$ cat src/rtl/sram_bus_arbiter_if.sv
// sram-like port bundle: request fields, addr/data handshake, read data.
// master drives the request, slave answers with addr_ok/data_ok/rdata.
interface sram_bus_arbiter_if;
  logic        req;
  logic        wr;
  logic [1:0]  size;
  logic [3:0]  wstrb;
  logic [31:0] addr;
  logic [31:0] wdata;
  logic        addr_ok;
  logic        data_ok;
  logic [31:0] rdata;

  modport master (
    output req, wr, size, wstrb, addr, wdata,
    input  addr_ok, data_ok, rdata
  );

  modport slave (
    input  req, wr, size, wstrb, addr, wdata,
    output addr_ok, data_ok, rdata
  );
endinterface

$ cat src/rtl/sram_bus_arbiter.sv
// Shares one sram-like memory port between fetch (inst) and load/store (data).
// Ports: clk, rstn (sync, active-low), inst/data slave ports, mem master port,
// busy (transactions outstanding). Option ARB_ROUND_ROBIN_EN: round-robin ties.
module sram_bus_arbiter #(
  parameter int MAX_OUTSTANDING = 4,
  parameter int CNT_W = $clog2(MAX_OUTSTANDING) + 1
) (
  input  logic               clk,
  input  logic               rstn,
  sram_bus_arbiter_if.slave  inst,
  sram_bus_arbiter_if.slave  data,
  sram_bus_arbiter_if.master mem,
  output logic               busy
);

  localparam int PTR_W = $clog2(MAX_OUTSTANDING);

  typedef enum logic [1:0] {
    LK_NONE,
    LK_INST,
    LK_DATA
  } lock_e;

  lock_e lock_q, lock_d;

  logic                       sel_vld;
  logic                       sel_data;
  logic                       sel_req;
  logic                       tie_data;
  logic                       full;
  logic                       push;
  logic                       pop;
  logic                       head;
  logic [MAX_OUTSTANDING-1:0] tags;
  logic [PTR_W-1:0]           wptr, rptr;
  logic [CNT_W-1:0]           count;

`ifdef ARB_ROUND_ROBIN_EN
  // owner of the last accepted push; reset to inst so data wins first tie
  logic rr_q;

  always_ff @(posedge clk) begin
    if (!rstn) begin
      rr_q <= 1'b0;
    end else if (push) begin
      rr_q <= sel_data;
    end
  end

  assign tie_data = !rr_q;
`else
  assign tie_data = 1'b1;
`endif

  // a stalled request keeps its owner until the downstream accepts it
  always_comb begin
    sel_vld  = 1'b0;
    sel_data = 1'b0;
    unique case (1'b1)
      lock_q == LK_INST: begin
        sel_vld = 1'b1;
      end
      lock_q == LK_DATA: begin
        sel_vld  = 1'b1;
        sel_data = 1'b1;
      end
      lock_q == LK_NONE && data.req && inst.req: begin
        sel_vld  = 1'b1;
        sel_data = tie_data;
      end
      lock_q == LK_NONE && data.req && !inst.req: begin
        sel_vld  = 1'b1;
        sel_data = 1'b1;
      end
      lock_q == LK_NONE && !data.req && inst.req: begin
        sel_vld = 1'b1;
      end
      default: ;
    endcase
  end

  assign full    = count == CNT_W'(MAX_OUTSTANDING);
  assign sel_req = sel_vld && (sel_data ? data.req : inst.req);
  assign mem.req = sel_req && !full;

  always_comb begin
    mem.wr    = 1'b0;
    mem.size  = 2'd0;
    mem.wstrb = 4'd0;
    mem.addr  = 32'd0;
    mem.wdata = 32'd0;
    if (sel_vld && sel_data) begin
      mem.wr    = data.wr;
      mem.size  = data.size;
      mem.wstrb = data.wstrb;
      mem.addr  = data.addr;
      mem.wdata = data.wdata;
    end else if (sel_vld) begin
      mem.wr    = inst.wr;
      mem.size  = inst.size;
      mem.wstrb = inst.wstrb;
      mem.addr  = inst.addr;
      mem.wdata = inst.wdata;
    end
  end

  assign inst.addr_ok = mem.addr_ok && mem.req && !sel_data;
  assign data.addr_ok = mem.addr_ok && mem.req && sel_data;

  // mem.req is already low while full, so full never touches the lock
  always_comb begin
    lock_d = lock_q;
    if (mem.req && mem.addr_ok) begin
      lock_d = LK_NONE;
    end else if (mem.req) begin
      lock_d = sel_data ? LK_DATA : LK_INST;
    end
  end

  always_ff @(posedge clk) begin
    if (!rstn) begin
      lock_q <= LK_NONE;
    end else begin
      lock_q <= lock_d;
    end
  end

  assign push = mem.req && mem.addr_ok;
  assign pop  = mem.data_ok && (count != '0);
  assign head = tags[rptr];

  // depth is a power of two, so pointer overflow is the wrap
  always_ff @(posedge clk) begin
    if (!rstn) begin
      tags  <= '0;
      wptr  <= '0;
      rptr  <= '0;
      count <= '0;
    end else begin
      if (push) begin
        tags[wptr] <= sel_data;
        wptr       <= wptr + PTR_W'(1);
      end
      if (pop) begin
        rptr <= rptr + PTR_W'(1);
      end
      unique case ({push, pop})
        2'b10:   count <= count + CNT_W'(1);
        2'b01:   count <= count - CNT_W'(1);
        default: ;
      endcase
    end
  end

  assign inst.data_ok = pop && !head;
  assign data.data_ok = pop && head;
  assign inst.rdata   = mem.rdata;
  assign data.rdata   = mem.rdata;
  assign busy         = count != '0;

endmodule

$ cat src/flat_wrapper.sv
// flat-port wrapper written by rule: the top's interface ports become plain ports
module sram_bus_arbiter_flat 
#(
  parameter int MAX_OUTSTANDING = 4,
  parameter int CNT_W = $clog2(MAX_OUTSTANDING) + 1
)
  (clk, rstn, busy, inst_req, inst_wr, inst_size, inst_wstrb, inst_addr, inst_wdata, inst_addr_ok, inst_data_ok, inst_rdata, data_req, data_wr, data_size, data_wstrb, data_addr, data_wdata, data_addr_ok, data_data_ok, data_rdata, mem_req, mem_wr, mem_size, mem_wstrb, mem_addr, mem_wdata, mem_addr_ok, mem_data_ok, mem_rdata);
  sram_bus_arbiter_if inst_i ();
  sram_bus_arbiter_if data_i ();
  sram_bus_arbiter_if mem_i ();
  input  logic clk;
  input  logic rstn;
  output logic busy;
  input wire logic [$bits(inst_i.req)-1:0] inst_req;
  input wire logic [$bits(inst_i.wr)-1:0] inst_wr;
  input wire logic [$bits(inst_i.size)-1:0] inst_size;
  input wire logic [$bits(inst_i.wstrb)-1:0] inst_wstrb;
  input wire logic [$bits(inst_i.addr)-1:0] inst_addr;
  input wire logic [$bits(inst_i.wdata)-1:0] inst_wdata;
  output wire logic [$bits(inst_i.addr_ok)-1:0] inst_addr_ok;
  output wire logic [$bits(inst_i.data_ok)-1:0] inst_data_ok;
  output wire logic [$bits(inst_i.rdata)-1:0] inst_rdata;
  input wire logic [$bits(data_i.req)-1:0] data_req;
  input wire logic [$bits(data_i.wr)-1:0] data_wr;
  input wire logic [$bits(data_i.size)-1:0] data_size;
  input wire logic [$bits(data_i.wstrb)-1:0] data_wstrb;
  input wire logic [$bits(data_i.addr)-1:0] data_addr;
  input wire logic [$bits(data_i.wdata)-1:0] data_wdata;
  output wire logic [$bits(data_i.addr_ok)-1:0] data_addr_ok;
  output wire logic [$bits(data_i.data_ok)-1:0] data_data_ok;
  output wire logic [$bits(data_i.rdata)-1:0] data_rdata;
  output wire logic [$bits(mem_i.req)-1:0] mem_req;
  output wire logic [$bits(mem_i.wr)-1:0] mem_wr;
  output wire logic [$bits(mem_i.size)-1:0] mem_size;
  output wire logic [$bits(mem_i.wstrb)-1:0] mem_wstrb;
  output wire logic [$bits(mem_i.addr)-1:0] mem_addr;
  output wire logic [$bits(mem_i.wdata)-1:0] mem_wdata;
  input wire logic [$bits(mem_i.addr_ok)-1:0] mem_addr_ok;
  input wire logic [$bits(mem_i.data_ok)-1:0] mem_data_ok;
  input wire logic [$bits(mem_i.rdata)-1:0] mem_rdata;
  assign inst_i.req = inst_req;
  assign inst_i.wr = inst_wr;
  assign inst_i.size = inst_size;
  assign inst_i.wstrb = inst_wstrb;
  assign inst_i.addr = inst_addr;
  assign inst_i.wdata = inst_wdata;
  assign inst_addr_ok = inst_i.addr_ok;
  assign inst_data_ok = inst_i.data_ok;
  assign inst_rdata = inst_i.rdata;
  assign data_i.req = data_req;
  assign data_i.wr = data_wr;
  assign data_i.size = data_size;
  assign data_i.wstrb = data_wstrb;
  assign data_i.addr = data_addr;
  assign data_i.wdata = data_wdata;
  assign data_addr_ok = data_i.addr_ok;
  assign data_data_ok = data_i.data_ok;
  assign data_rdata = data_i.rdata;
  assign mem_req = mem_i.req;
  assign mem_wr = mem_i.wr;
  assign mem_size = mem_i.size;
  assign mem_wstrb = mem_i.wstrb;
  assign mem_addr = mem_i.addr;
  assign mem_wdata = mem_i.wdata;
  assign mem_i.addr_ok = mem_addr_ok;
  assign mem_i.data_ok = mem_data_ok;
  assign mem_i.rdata = mem_rdata;
  sram_bus_arbiter #(.MAX_OUTSTANDING(MAX_OUTSTANDING), .CNT_W(CNT_W)) u_core (.clk(clk), .rstn(rstn), .inst(inst_i), .data(data_i), .mem(mem_i), .busy(busy));
endmodule
$ cat config.mk
export PLATFORM = sky130hd
export DESIGN_NAME = sram_bus_arbiter_flat
export DESIGN_NICKNAME = d
export VERILOG_FILES = /design/src/rtl/sram_bus_arbiter_if.sv /design/src/rtl/sram_bus_arbiter.sv /design/src/flat_wrapper.sv
export SDC_FILE = /design/constraint.sdc
export NUM_CORES = 1
export LEC_CHECK = 0
export CAP_MARGIN = 5
export CORE_AREA = 4 4 124 126
export DETAILED_ROUTE_END_ITERATION = 8
export DIE_AREA = 0 0 128 130
export GPL_ROUTABILITY_DRIVEN = 1
export HOLD_SLACK_MARGIN = 0.1
export SYNTH_ARGS = -nofsm -noshare
export SYNTH_HDL_FRONTEND = slang
export SYNTH_SLANG_ARGS = --single-unit
$ cat constraint.sdc
create_clock -name clk -period 6.1 [get_ports clk]
set_clock_uncertainty 0.05 [all_clocks]
set_input_delay 1.525 -clock clk [delete_from_list [all_inputs] [get_ports clk]]
set_output_delay 1.525 -clock clk [all_outputs]
set_load 0.03 [all_outputs]
==> flow_summary.toml <==
[finish]
antenna_cells = 0
drive_above_1_share = 0.0415
fillers = 1526
layout.nets = 573
syn2layout_area_growth_pct = 103

[timing]
finalSetupTns_ns = 0
timing.hold.ws_ns = 0.416
finalCritPeriodShare = 0.852
slew_viol_final = 0
worst_pin_slew_ns = 0.589
rsz0062_at_grt = "no"
period_minus_slack_ns = 5.20
fmax_ghz = 0.192
slew_headroom = 0.604
setup_viol = 0
timing.final.hold_violations = 0

[critical_path]
crit_fanout = 71
crit_chain = "clkdlybuf4s50_1, nand2b_1, a21oi_4, buf_12, a22o_1, clkdlybuf4s50_1"
path_common_cell = "clkdlybuf4s50_1"
worstSetupStartpointType = "input pin"
cp_top_family = "buffers and inverters"
cp_slowest_cell = "clkdlybuf4s50_1"
critical_path_class = "input pin to primary output"
r2r_setup_slack_ns = 3.63
cp.arrival_ns = 3.62
slowest_delay_ns = 0.69
crit_buf_inv = 3
required_ns = 4.53
end_kind = "primary output"

[synthesis]
netlist_top_cells_area = "a22o_1 (31%), buf_4 (24%), dfxtp_1 (13%)"
synth_seq_cells = 13
synthArstFlopShare = 0
synthDistinctLibCells = 31
synth_top_flop_cell = "dfxtp_1"
syn_inst = 237
synth_area_um2 = 1980
synth_top_area_cell = "a22o_1"
yosysSeqAreaShare = 0.131
synth_top_cell_area_share = 0.314
yosysMostFrequentCell = "a22o_1"
yosys_warnings = 0
synth_commonest_cells = "a22o_1 (71), buf_4 (64), buf_2 (15)"
syn_avg_cell_area_um2 = 8.36
syn-num-nets = 423
synth_edf_count = 0

[clock_network]
cts.repair.resized = 0
clkSlewWorstSetupHoldPaths_ns = 0.05
cts_sinks = 13
cts_hold_buf = 0
htreeDepth = 1
root_buffer = "clkbuf_16"
cts_tree = "built"
cts_setup_buffers = 0
clock_latency_ns = 0.25
numCtsBuffers = 3
clockBufferDepth = 2

[die]
dieArea_um2 = 16600
die_h_um = 130
boundaryPins = 321
dieWidth_um = 128
core_region_area_um2 = 14300
row_count = 44
start_util = 0.138

[routing]
dr_wl_met3_mm = 1.16
wl_met2_mm = 4.69
postRouteAntennaNets = 0
finalWirelength_mm = 9.62
dr.pass1.iters = 4
met1Wirelength_mm = 3.62
routed_via_density = 4.17
highest_layer = "met4"
drc = 0
drtIter0Drc = 83
num_vias = 2379
drt-wirelength-per-cell_um = 16.9

[status]
outcome = "completed"

[global_routing]
grt_pass1_vias = 2483
grt_usage = 0.101
overflow = 0
antenna_found_initial = 0
grt_max_degree = 75
grt_first_pass_wirelength_mm = 13.3

[job]
cap_viol_max_count = 0

[placed_design]
gp_congestion = 0.826
portBuffers = 224
dp_hpwl_mm = 8.07

[power]
peakVddDrop_v = 0.000107
p_per_area_nw_per_um2 = 257
p_leak_nw = 1.49

[min_path]
hp-class = "register to register"
## path summary, 6_finish.rpt
check | from | to | cells past startpoint
worst max-delay path | data_req | mem_wdata[20] | 6
worst min-delay path | u_core.tags[3] | u_core.tags[3] | 2
worst max register to register | u_core.count[2] | u_core.count[2] | 9
worst min register to register | u_core.tags[3] | u_core.tags[3] | 2
## sequential cells by signal, indices dropped and copies added, names as in the netlist
name / count
u_core.wptr: 2
u_core.count: 3
u_core.rptr: 2
u_core.tags: 4
u_core.lock_q: 2
## cell type report
cell class	count	area, um^2	share of cell area
Timing Repair Buffer	226	2280	0.568
Multi-Input combinational cell	132	1120	0.280
Sequential cell	13	260	0.0648
Tap cell	184	230	0.0573
Clock buffer	3	75.1	0.0187
Inverter	11	41.3	0.0103
Clock inverter	1	5.00	0.00125
## cell families after synthesis
logic type	after synthesis	share of synthesized area
xor+xnor	4	0.0177
simple gates	29	0.0758
mux	7	0.0417
compound gates	86	0.387
flops	13	0.131
buf+inv	92	0.305
fa+ha+maj	6	0.0417
## where the power goes
group / internal (mW) / switching (mW)
clock: 0.0873 / 0.0380
sequential: 0.104 / 0.0252
combinational: 0.368 / 0.410
## tightest hold or removal path, cell delays in order (launching register included)
cell and delay (ns):
dfxtp_1 0.31, nand2_1 0.05, mux2i_1 0.05
## layer usage
metal	vias up	global-route usage
met4	0	0.0237
met1	1081	0.121
li1	1103	-
met5	-	0
met2	171	0.167
met3	24	0.0442
## metrics by stage
step | std cells | utilization | power (mW) | setup slack [ns] | area [um^2]
floorplan | 237 | - | 0.642 | 1.92 | 1980
global placement | 566 | 0.275 | 0.905 | 0.906 | 3940
detailed placement | 566 | 0.275 | 0.912 | 0.925 | 3940
CTS | 570 | 0.281 | 1.04 | 0.918 | 4020
global route | 570 | 0.281 | 1.08 | 0.849 | 4020
finish | 570 | 0.281 | 1.03 | 0.905 | 4020
## cells in the final DEF, fill, tap and decap left out, types with 3 or more instances in the layout
cell type,synthesis,routed
mux2i_1,6,6
clkbuf_16,0,3
a22o_1,71,71
xor2_1,4,4
ha_1,5,5
a211oi_1,4,4
dfxtp_1,13,13
clkdlybuf4s50_1,0,224
nor2_1,6,6
inv_1,11,11
nand2_1,13,13
Note: power is estimated with default switching activity, not from simulation.
